--- src/rtl/apb_coeff_bank.sv ---
// APB-programmable coefficient bank: software writes a shadow copy, then a commit
// copies selected channels into the active set one tap per cycle.
module apb_coeff_bank #(
    parameter int ADDR_WIDTH  = 12,
    parameter int PDATA_WIDTH = 32,
    parameter int COEFF_WIDTH = 20,
    parameter int NUM_CH      = 4,
    parameter int DEPTH       = 8,
    parameter int WAIT_STATES = 0
) (
    input  logic                                  clk,
    input  logic                                  rst_n,
    input  logic                                  PSEL,
    input  logic                                  PENABLE,
    input  logic                                  PWRITE,
    input  logic [ADDR_WIDTH-1:0]                 PADDR,
    input  logic [PDATA_WIDTH-1:0]                PWDATA,
    output logic [PDATA_WIDTH-1:0]                PRDATA,
    output logic                                  PREADY,
    output logic                                  PSLVERR,
    output logic [NUM_CH*DEPTH*COEFF_WIDTH-1:0]   coeff_active,
    output logic [NUM_CH-1:0]                     coeff_vld,
    output logic                                  busy
);

    localparam int NC      = NUM_CH * DEPTH;
    localparam int IW      = ADDR_WIDTH - 2;
    localparam int KW      = (DEPTH > 1) ? $clog2(DEPTH) : 1;
    localparam int WW      = (WAIT_STATES > 0) ? $clog2(WAIT_STATES + 1) : 1;
    localparam int SH_BASE = 16;

    typedef enum logic [1:0] {S_IDLE, S_COPY, S_DONE} state_e;

    state_e                         state_q, state_d;
    logic [KW-1:0]                  k_q, k_d;
    logic [NUM_CH-1:0]              mask_q, mask_d;
    logic [NC-1:0][COEFF_WIDTH-1:0] shadow_q, shadow_d;
    logic [NC-1:0][COEFF_WIDTH-1:0] active_q, active_d;
    logic [WW-1:0]                  wait_q, wait_d;
    logic                           err_q, err_d;
    logic [IW-1:0]                  err_addr_q, err_addr_d;

    logic [IW-1:0]          widx;
    logic [31:0]            idx;
    logic                   is_ctrl, is_stat, is_eaddr, is_sh;
    logic [NUM_CH-1:0]      hit_ch;
    logic [COEFF_WIDTH-1:0] sh_rd;
    logic                   access, wait_done, stall, ready, commit_wr, err, commit_go;
    logic [PDATA_WIDTH-1:0] status, rdata;
    logic                   unused_bits;

    assign unused_bits = ^{PADDR[1:0], PWDATA};

    assign widx     = PADDR[ADDR_WIDTH-1:2];
    assign idx      = 32'(widx);
    assign is_ctrl  = (idx == 32'd0);
    assign is_stat  = (idx == 32'd1);
    assign is_eaddr = (idx == 32'd2);
    assign is_sh    = (idx >= 32'(SH_BASE)) && (idx < 32'(SH_BASE + NC));

    always_comb begin
        hit_ch = '0;
        sh_rd  = '0;
        for (int c = 0; c < NUM_CH; c++)
            hit_ch[c] = (idx >= 32'(SH_BASE + c*DEPTH)) && (idx < 32'(SH_BASE + (c+1)*DEPTH));
        for (int i = 0; i < NC; i++)
            if (idx == 32'(SH_BASE + i)) sh_rd = shadow_q[i];
    end

    // Only writes into channels being copied must wait; everything else flows through.
    assign access    = PSEL & PENABLE;
    assign wait_done = (wait_q == WW'(WAIT_STATES));
    assign stall     = busy & PWRITE & |(hit_ch & mask_q);
    assign ready     = rst_n & access & wait_done & ~stall;
    assign commit_wr = PWRITE & is_ctrl & PWDATA[0];
    assign err       = ~(is_ctrl | is_stat | is_eaddr | is_sh)
                     | (PWRITE & (is_stat | is_eaddr))
                     | (~PWRITE & is_ctrl)
                     | (commit_wr & busy);
    assign commit_go = ready & commit_wr & ~busy & |PWDATA[NUM_CH+7:8];

    always_comb begin
        wait_d = wait_q;
        if (!access || ready) wait_d = '0;
        else if (!wait_done)  wait_d = wait_q + 1'b1;
    end

    always_comb begin
        shadow_d   = shadow_q;
        active_d   = active_q;
        err_d      = err_q;
        err_addr_d = err_addr_q;
        if (ready && PWRITE && is_sh)
            for (int i = 0; i < NC; i++)
                if (idx == 32'(SH_BASE + i)) shadow_d[i] = PWDATA[COEFF_WIDTH-1:0];
        if (state_q == S_COPY)
            for (int c = 0; c < NUM_CH; c++)
                for (int t = 0; t < DEPTH; t++)
                    if (mask_q[c] && k_q == KW'(t)) active_d[c*DEPTH+t] = shadow_q[c*DEPTH+t];
        if (ready && err) begin
            err_d      = 1'b1;
            err_addr_d = widx;
        end else if (ready && !PWRITE && is_stat) begin
            err_d      = 1'b0;
        end
    end

    always_comb begin
        status               = '0;
        status[0]            = busy;
        status[1]            = err_q;
        status[NUM_CH+7:8]   = mask_q;
        rdata                = '0;
        if (is_stat)         rdata = status;
        else if (is_eaddr)   rdata = PDATA_WIDTH'(err_addr_q);
        else if (is_sh)      rdata = PDATA_WIDTH'($signed(sh_rd));
    end

    assign PREADY       = ready;
    assign PSLVERR      = ready & err;
    assign PRDATA       = (ready && !PWRITE && !err) ? rdata : '0;
    assign coeff_active = active_q;

    always_ff @(posedge clk or negedge rst_n) begin
        if (!rst_n) begin
            state_q <= S_IDLE;
            k_q     <= '0;
            mask_q  <= '0;
        end else begin
            state_q <= state_d;
            k_q     <= k_d;
            mask_q  <= mask_d;
        end
    end

    always_comb begin
        state_d = state_q;
        k_d     = k_q;
        mask_d  = mask_q;
        case (state_q)
            S_IDLE: if (commit_go) begin
                state_d = S_COPY;
                k_d     = '0;
                mask_d  = PWDATA[NUM_CH+7:8];
            end
            S_COPY: if (k_q == KW'(DEPTH-1)) state_d = S_DONE;
                    else                      k_d     = k_q + 1'b1;
            S_DONE: state_d = S_IDLE;
            default: state_d = S_IDLE;
        endcase
    end

    always_comb begin
        busy      = (state_q != S_IDLE);
        coeff_vld = (state_q == S_DONE) ? mask_q : '0;
    end

    always_ff @(posedge clk or negedge rst_n) begin
        if (!rst_n) begin
            shadow_q   <= '0;
            active_q   <= '0;
            wait_q     <= '0;
            err_q      <= 1'b0;
            err_addr_q <= '0;
        end else begin
            shadow_q   <= shadow_d;
            active_q   <= active_d;
            wait_q     <= wait_d;
            err_q      <= err_d;
            err_addr_q <= err_addr_d;
        end
    end

endmodule
--- config.mk ---
export PLATFORM = sky130hd
export DESIGN_NAME = apb_coeff_bank
export DESIGN_NICKNAME = d
export VERILOG_FILES = /design/src/rtl/apb_coeff_bank.sv
export SDC_FILE = /design/constraint.sdc
export NUM_CORES = 2
export LEC_CHECK = 0
export BUFFER_PORTS_ARGS = -buffer_cell sky130_fd_sc_hd__buf_4
export CAP_MARGIN = 30
export CORE_MARGIN = 5
export CORE_UTILIZATION = 36
export CTS_CLUSTER_SIZE = 20
export DETAILED_ROUTE_END_ITERATION = 8
export GPL_TIMING_DRIVEN = 0
export PLACE_DENSITY = 0.61
export SYNTH_ARGS = -nofsm -noshare
export SYNTH_HDL_FRONTEND = slang
export SYNTH_SLANG_ARGS = --single-unit
--- constraint.sdc ---
create_clock -name clk -period 5.91 [get_ports clk]
set_input_delay 0 -clock clk [delete_from_list [all_inputs] [get_ports clk]]
set_output_delay 0 -clock clk [all_outputs]
set_load 0.005 [all_outputs]
==> impl_metrics.py <==
metrics = {
    "run_status": {
        "outcome": "finished, violations left",
        "violations": "negative hold slack",
    },
    "clocking": {
        "postCtsSetupRepairBufs": 0,
        "h-tree-depth": 4,
        "clk_pin_slew_ns": 0.06,
        "cts_tree": "built",
        "cts_buffers": 145,
        "clockBufferDepth": 3,
        "ctsRootBufferMaster": "clkbuf_16",
        "cts.sinks": 1300,
        "clock_latency_ns": 0.81,
    },
    "die": {
        "die-area_um2": 160300,
        "die_w_um": 400.4,
        "io-pin-count": 728,
        "coreArea_um2": 151700,
        "initial_core_util_pct": 36.17,
        "rows": 143,
        "die_h_um": 400.4,
    },
    "global_route": {
        "grt-ovfl-total": 0,
        "grt_usage_pct": 30.57,
        "grt_pass1_vias": 40410,
        "antenna_found_initial": 32,
        "grt_max_degree": 177,
        "grt_pass1_wl_mm": 342.4,
    },
    "yosys": {
        "synth_top_family_by_area": "multiplexers",
        "synth_top_flop_cell": "dfrtp_1",
        "yosysTopAreaCellShare_pct": 59.28,
        "synthAdderAreaFrac_pct": 0.1368,
        "ys_seq_area_share_pct": 59.28,
        "synth.largest_area_cell": "dfrtp_1",
        "synth_nets": 3942,
        "synth_seq_cells": 1300,
        "ys_warn_count": 0,
        "syn_area_um2": 54880,
        "synthDistinctLibCells": 85,
        "synth_edf_count": 0,
        "synth-compound-area-share_pct": 6.140,
        "synthCells": 3887,
        "syn_avg_cell_area_um2": 14.12,
        "synth_area_leaders": "dfrtp_1 59%, mux2_2 27%, clkbuf_1 1.1%, a22oi_1 0.98%, nor2_1 0.89%",
        "synth-simple-area-share_pct": 4.225,
        "synth.area.mux_share_pct": 27.62,
        "synth_xor_area_share_pct": 0,
        "synthArstFlopShare_pct": 100.0,
    },
    "flow_run": {
        "cap_violations": 0,
    },
    "final_layout": {
        "nFillCells": 13970,
        "synthToLayoutAreaGrowth_pct": 25.36,
        "drive_gt1_share_pct": 49.92,
        "nNetsFinal": 4879,
    },
    "drt": {
        "totalWireLength_mm": 253.8,
        "wl_met3_mm": 27.77,
        "ant_nets": 0,
        "top_layer_used": "met5",
        "routed-via-count": 40480,
        "drt_first_iter_violations": 4557,
        "avgViaCountPerCell": 5.799,
        "first_pass_iters": 6,
        "routedLengthMet1_mm": 99.38,
        "post_drt_wl_per_cell_um": 36.36,
        "met2_length_mm": 111.4,
        "drc": 0,
    },
    "critical_path": {
        "path_class": "input port to output port",
        "crit_start": "PADDR[11]",
        "cp_data_required_time_ns": 5.91,
        "cp-start-kind": "input port",
        "crit-reg2reg-capture": "shadow_q[0]",
        "reg2reg_from": "mask_q[1]",
        "worst-r2r-cell-count": 8,
        "r2r_slack_ns": 2.29,
        "path_max_fanout": 10,
        "cp-endpoint": "PRDATA[10]",
        "arrival_ns": 5.44,
        "critPathCaptureType": "output port",
    },
    "sta": {
        "worst_slack_ns": 0.4721,
        "whs_ns": -0.02518,
        "fin_crit_sh_pct": 92.01,
        "final-setup-viol-count": 0,
        "fmaxAchievable_mhz": 183.9,
        "finalClockSkew_ns": 0.03459,
        "fin_setup_tns_ns": 0,
        "maxSlewViolCount": 0,
        "rsz0062_at_grt": "false",
        "period_minus_slack_ns": 5.438,
        "slew_headroom_pct": 20.60,
        "hold_viol": 11,
        "worst_pin_slew_ns": 1.191,
    },
    "placement": {
        "dp.final_hpwl_mm": 195.7,
        "port_buffers": 712,
        "gp_congestion": 0.9708,
        "pre_cts_slack_ns": 0.4351,
    },
    "pwr": {
        "power.density_nw_per_um2": 275.4,
        "max-vdd-ir-drop_v": 0.0002347,
        "p_leak_uw": 0.03462,
    },
    "hold_path": {
        "hold_path.class": "input port to async pin",
    },
}
[per-stage QoR]
step	hold slack, ns	area [um^2]	utilization, %	std cells	total power [uW]
after floorplan	-0.2956	54880	-	3887	9249
after global placement	0.2656	62760	41.36	6629	9688
after detailed placement	0.08944	63480	41.84	6673	9728
after CTS	0.01628	68710	45.28	6962	19010
after global routing	0.05078	68770	45.32	6971	19390
final	-0.02518	68790	45.34	6980	18940
[flip-flops by register name (all words and copies together), names as in the netlist]
register and flops:
err_addr_q 10, k_q 3, mask_q 4, coeff_active 640
shadow_q 640, state_q 2, err_q 1
[worst min path at each step]
stage / start / end / slack [ns] / cells after the start
global route: PADDR[7] / err_addr_q[5] / 0.05 / 3
CTS: PWDATA[6] / shadow_q[326] / 0.02 / 3
detailed placement: rst_n / coeff_active[93] / 0.09 / 1
floorplan: rst_n / coeff_active[0] / -0.30 / 0
finish: rst_n / coeff_active[375] / -0.03 / 3
global placement: PADDR[9] / err_addr_q[7] / 0.27 / 2
[logic make-up after synthesis]
| logic type | count (synthesis) |
|---|---|
| AO/OA/AOI/OAI | 473 |
| adder cells (fa/ha/maj) | 6 |
| buffers and inverters | 329 |
| flip-flops | 1300 |
| multiplexers | 1343 |
| AND/OR/NAND/NOR | 436 |
[synthesized netlist by cell type (5+ instances only)]
library cell	n
nor3_4	6
a211oi_1	15
inv_1	17
or3_1	11
a31oi_1	21
a222oi_1	12
o21ai_0	91
a221o_1	12
mux4_2	6
a21oi_1	71
and2_1	11
buf_4	15
nor2b_1	17
a22o_1	11
nor4_4	5
a221oi_1	49
a2111oi_0	6
nand2_1	106
o211ai_1	6
dfrtp_1	1300
o32ai_1	5
buf_1	36
clkbuf_1	163
ha_1	6
mux2i_1	28
a32oi_1	10
nor3_2	10
buf_2	95
nor2_1	130
nor3_1	18
a211o_1	5
o22ai_1	19
nand3_1	48
o221ai_1	16
mux2_2	1308
and3_1	15
nor4_1	9
nand2b_1	7
a22oi_1	72
o2bb2ai_1	5
nand4_1	13
[worst max-delay path, cell delays in order]
cell and delay [ns]:
dlygate4sd3_1 0.62, buf_4 0.18, nor4_2 0.80, buf_2 0.43, and3_1 0.36, clkbuf_1 0.80
a221oi_1 0.47, a211oi_1 0.70, o221ai_1 0.59, a21oi_1 0.29, buf_4 0.18
[repair_timing]
item | in CTS | in global routing
resized for setup | 0 | 0
hold buffers | 30 | 0
setup endpoints to repair | 0 | 0
endpoints found under the hold margin | 536 | 0
[power by group]
group / internal [uW] / switching [uW]
logic: 131 / 548
registers: 8920 / 10.2
clock network: 5380 / 3960
total: 14400 / 4510
[cell usage in the layout, fill, tap and decap left out, types with 12 or more instances in the layout]
| cell type | n |
|---|---|
| buf_4 | 729 |
| diode_2 | 14 |
| clkinv_2 | 22 |
| dfrtp_1 | 1300 |
| nor2_1 | 130 |
| a221o_1 | 12 |
| a22oi_1 | 72 |
| nand3_1 | 48 |
| o21ai_0 | 91 |
| buf_2 | 102 |
| a21oi_1 | 71 |
| mux2_2 | 1308 |
| a211oi_1 | 15 |
| buf_1 | 35 |
| buf_6 | 12 |
| buf_16 | 12 |
| clkbuf_1 | 186 |
| mux2i_1 | 28 |
| a31oi_1 | 21 |
| buf_8 | 18 |
| dlygate4sd3_1 | 29 |
| inv_1 | 17 |
| clkbuf_8 | 37 |
| o22ai_1 | 19 |
| nor2b_1 | 17 |
| o221ai_1 | 16 |
| and3_1 | 15 |
| a221oi_1 | 49 |
| nand4_1 | 13 |
| a222oi_1 | 12 |
| clkbuf_16 | 147 |
| nor3_1 | 17 |
| nand2_1 | 106 |
[layout make-up]
type                    instances  area [um^2]  share of cell area, %
clock inverters                50        634.4                 0.9222
well taps                    2030         2540                  3.692
inverters                      18        67.56                0.09822
repair buffers                790         6406                  9.313
multi-input cells            2258        20940                  30.44
flip-flops and latches       1300        32530                  47.29
diodes                         14        35.03                0.05093
clock buffers                 209         4272                  6.210
plain buffers                 311         1364                  1.983
[metal layers]
metal / up-vias / global-route usage [%]
met1: 21500 / 38.68
met4: 16 / 15.04
met2: 2285 / 46.15
met5: - / 0
li1: 16140 / -
met3: 539 / 11.50
Power figures use the tool's default switching activity.
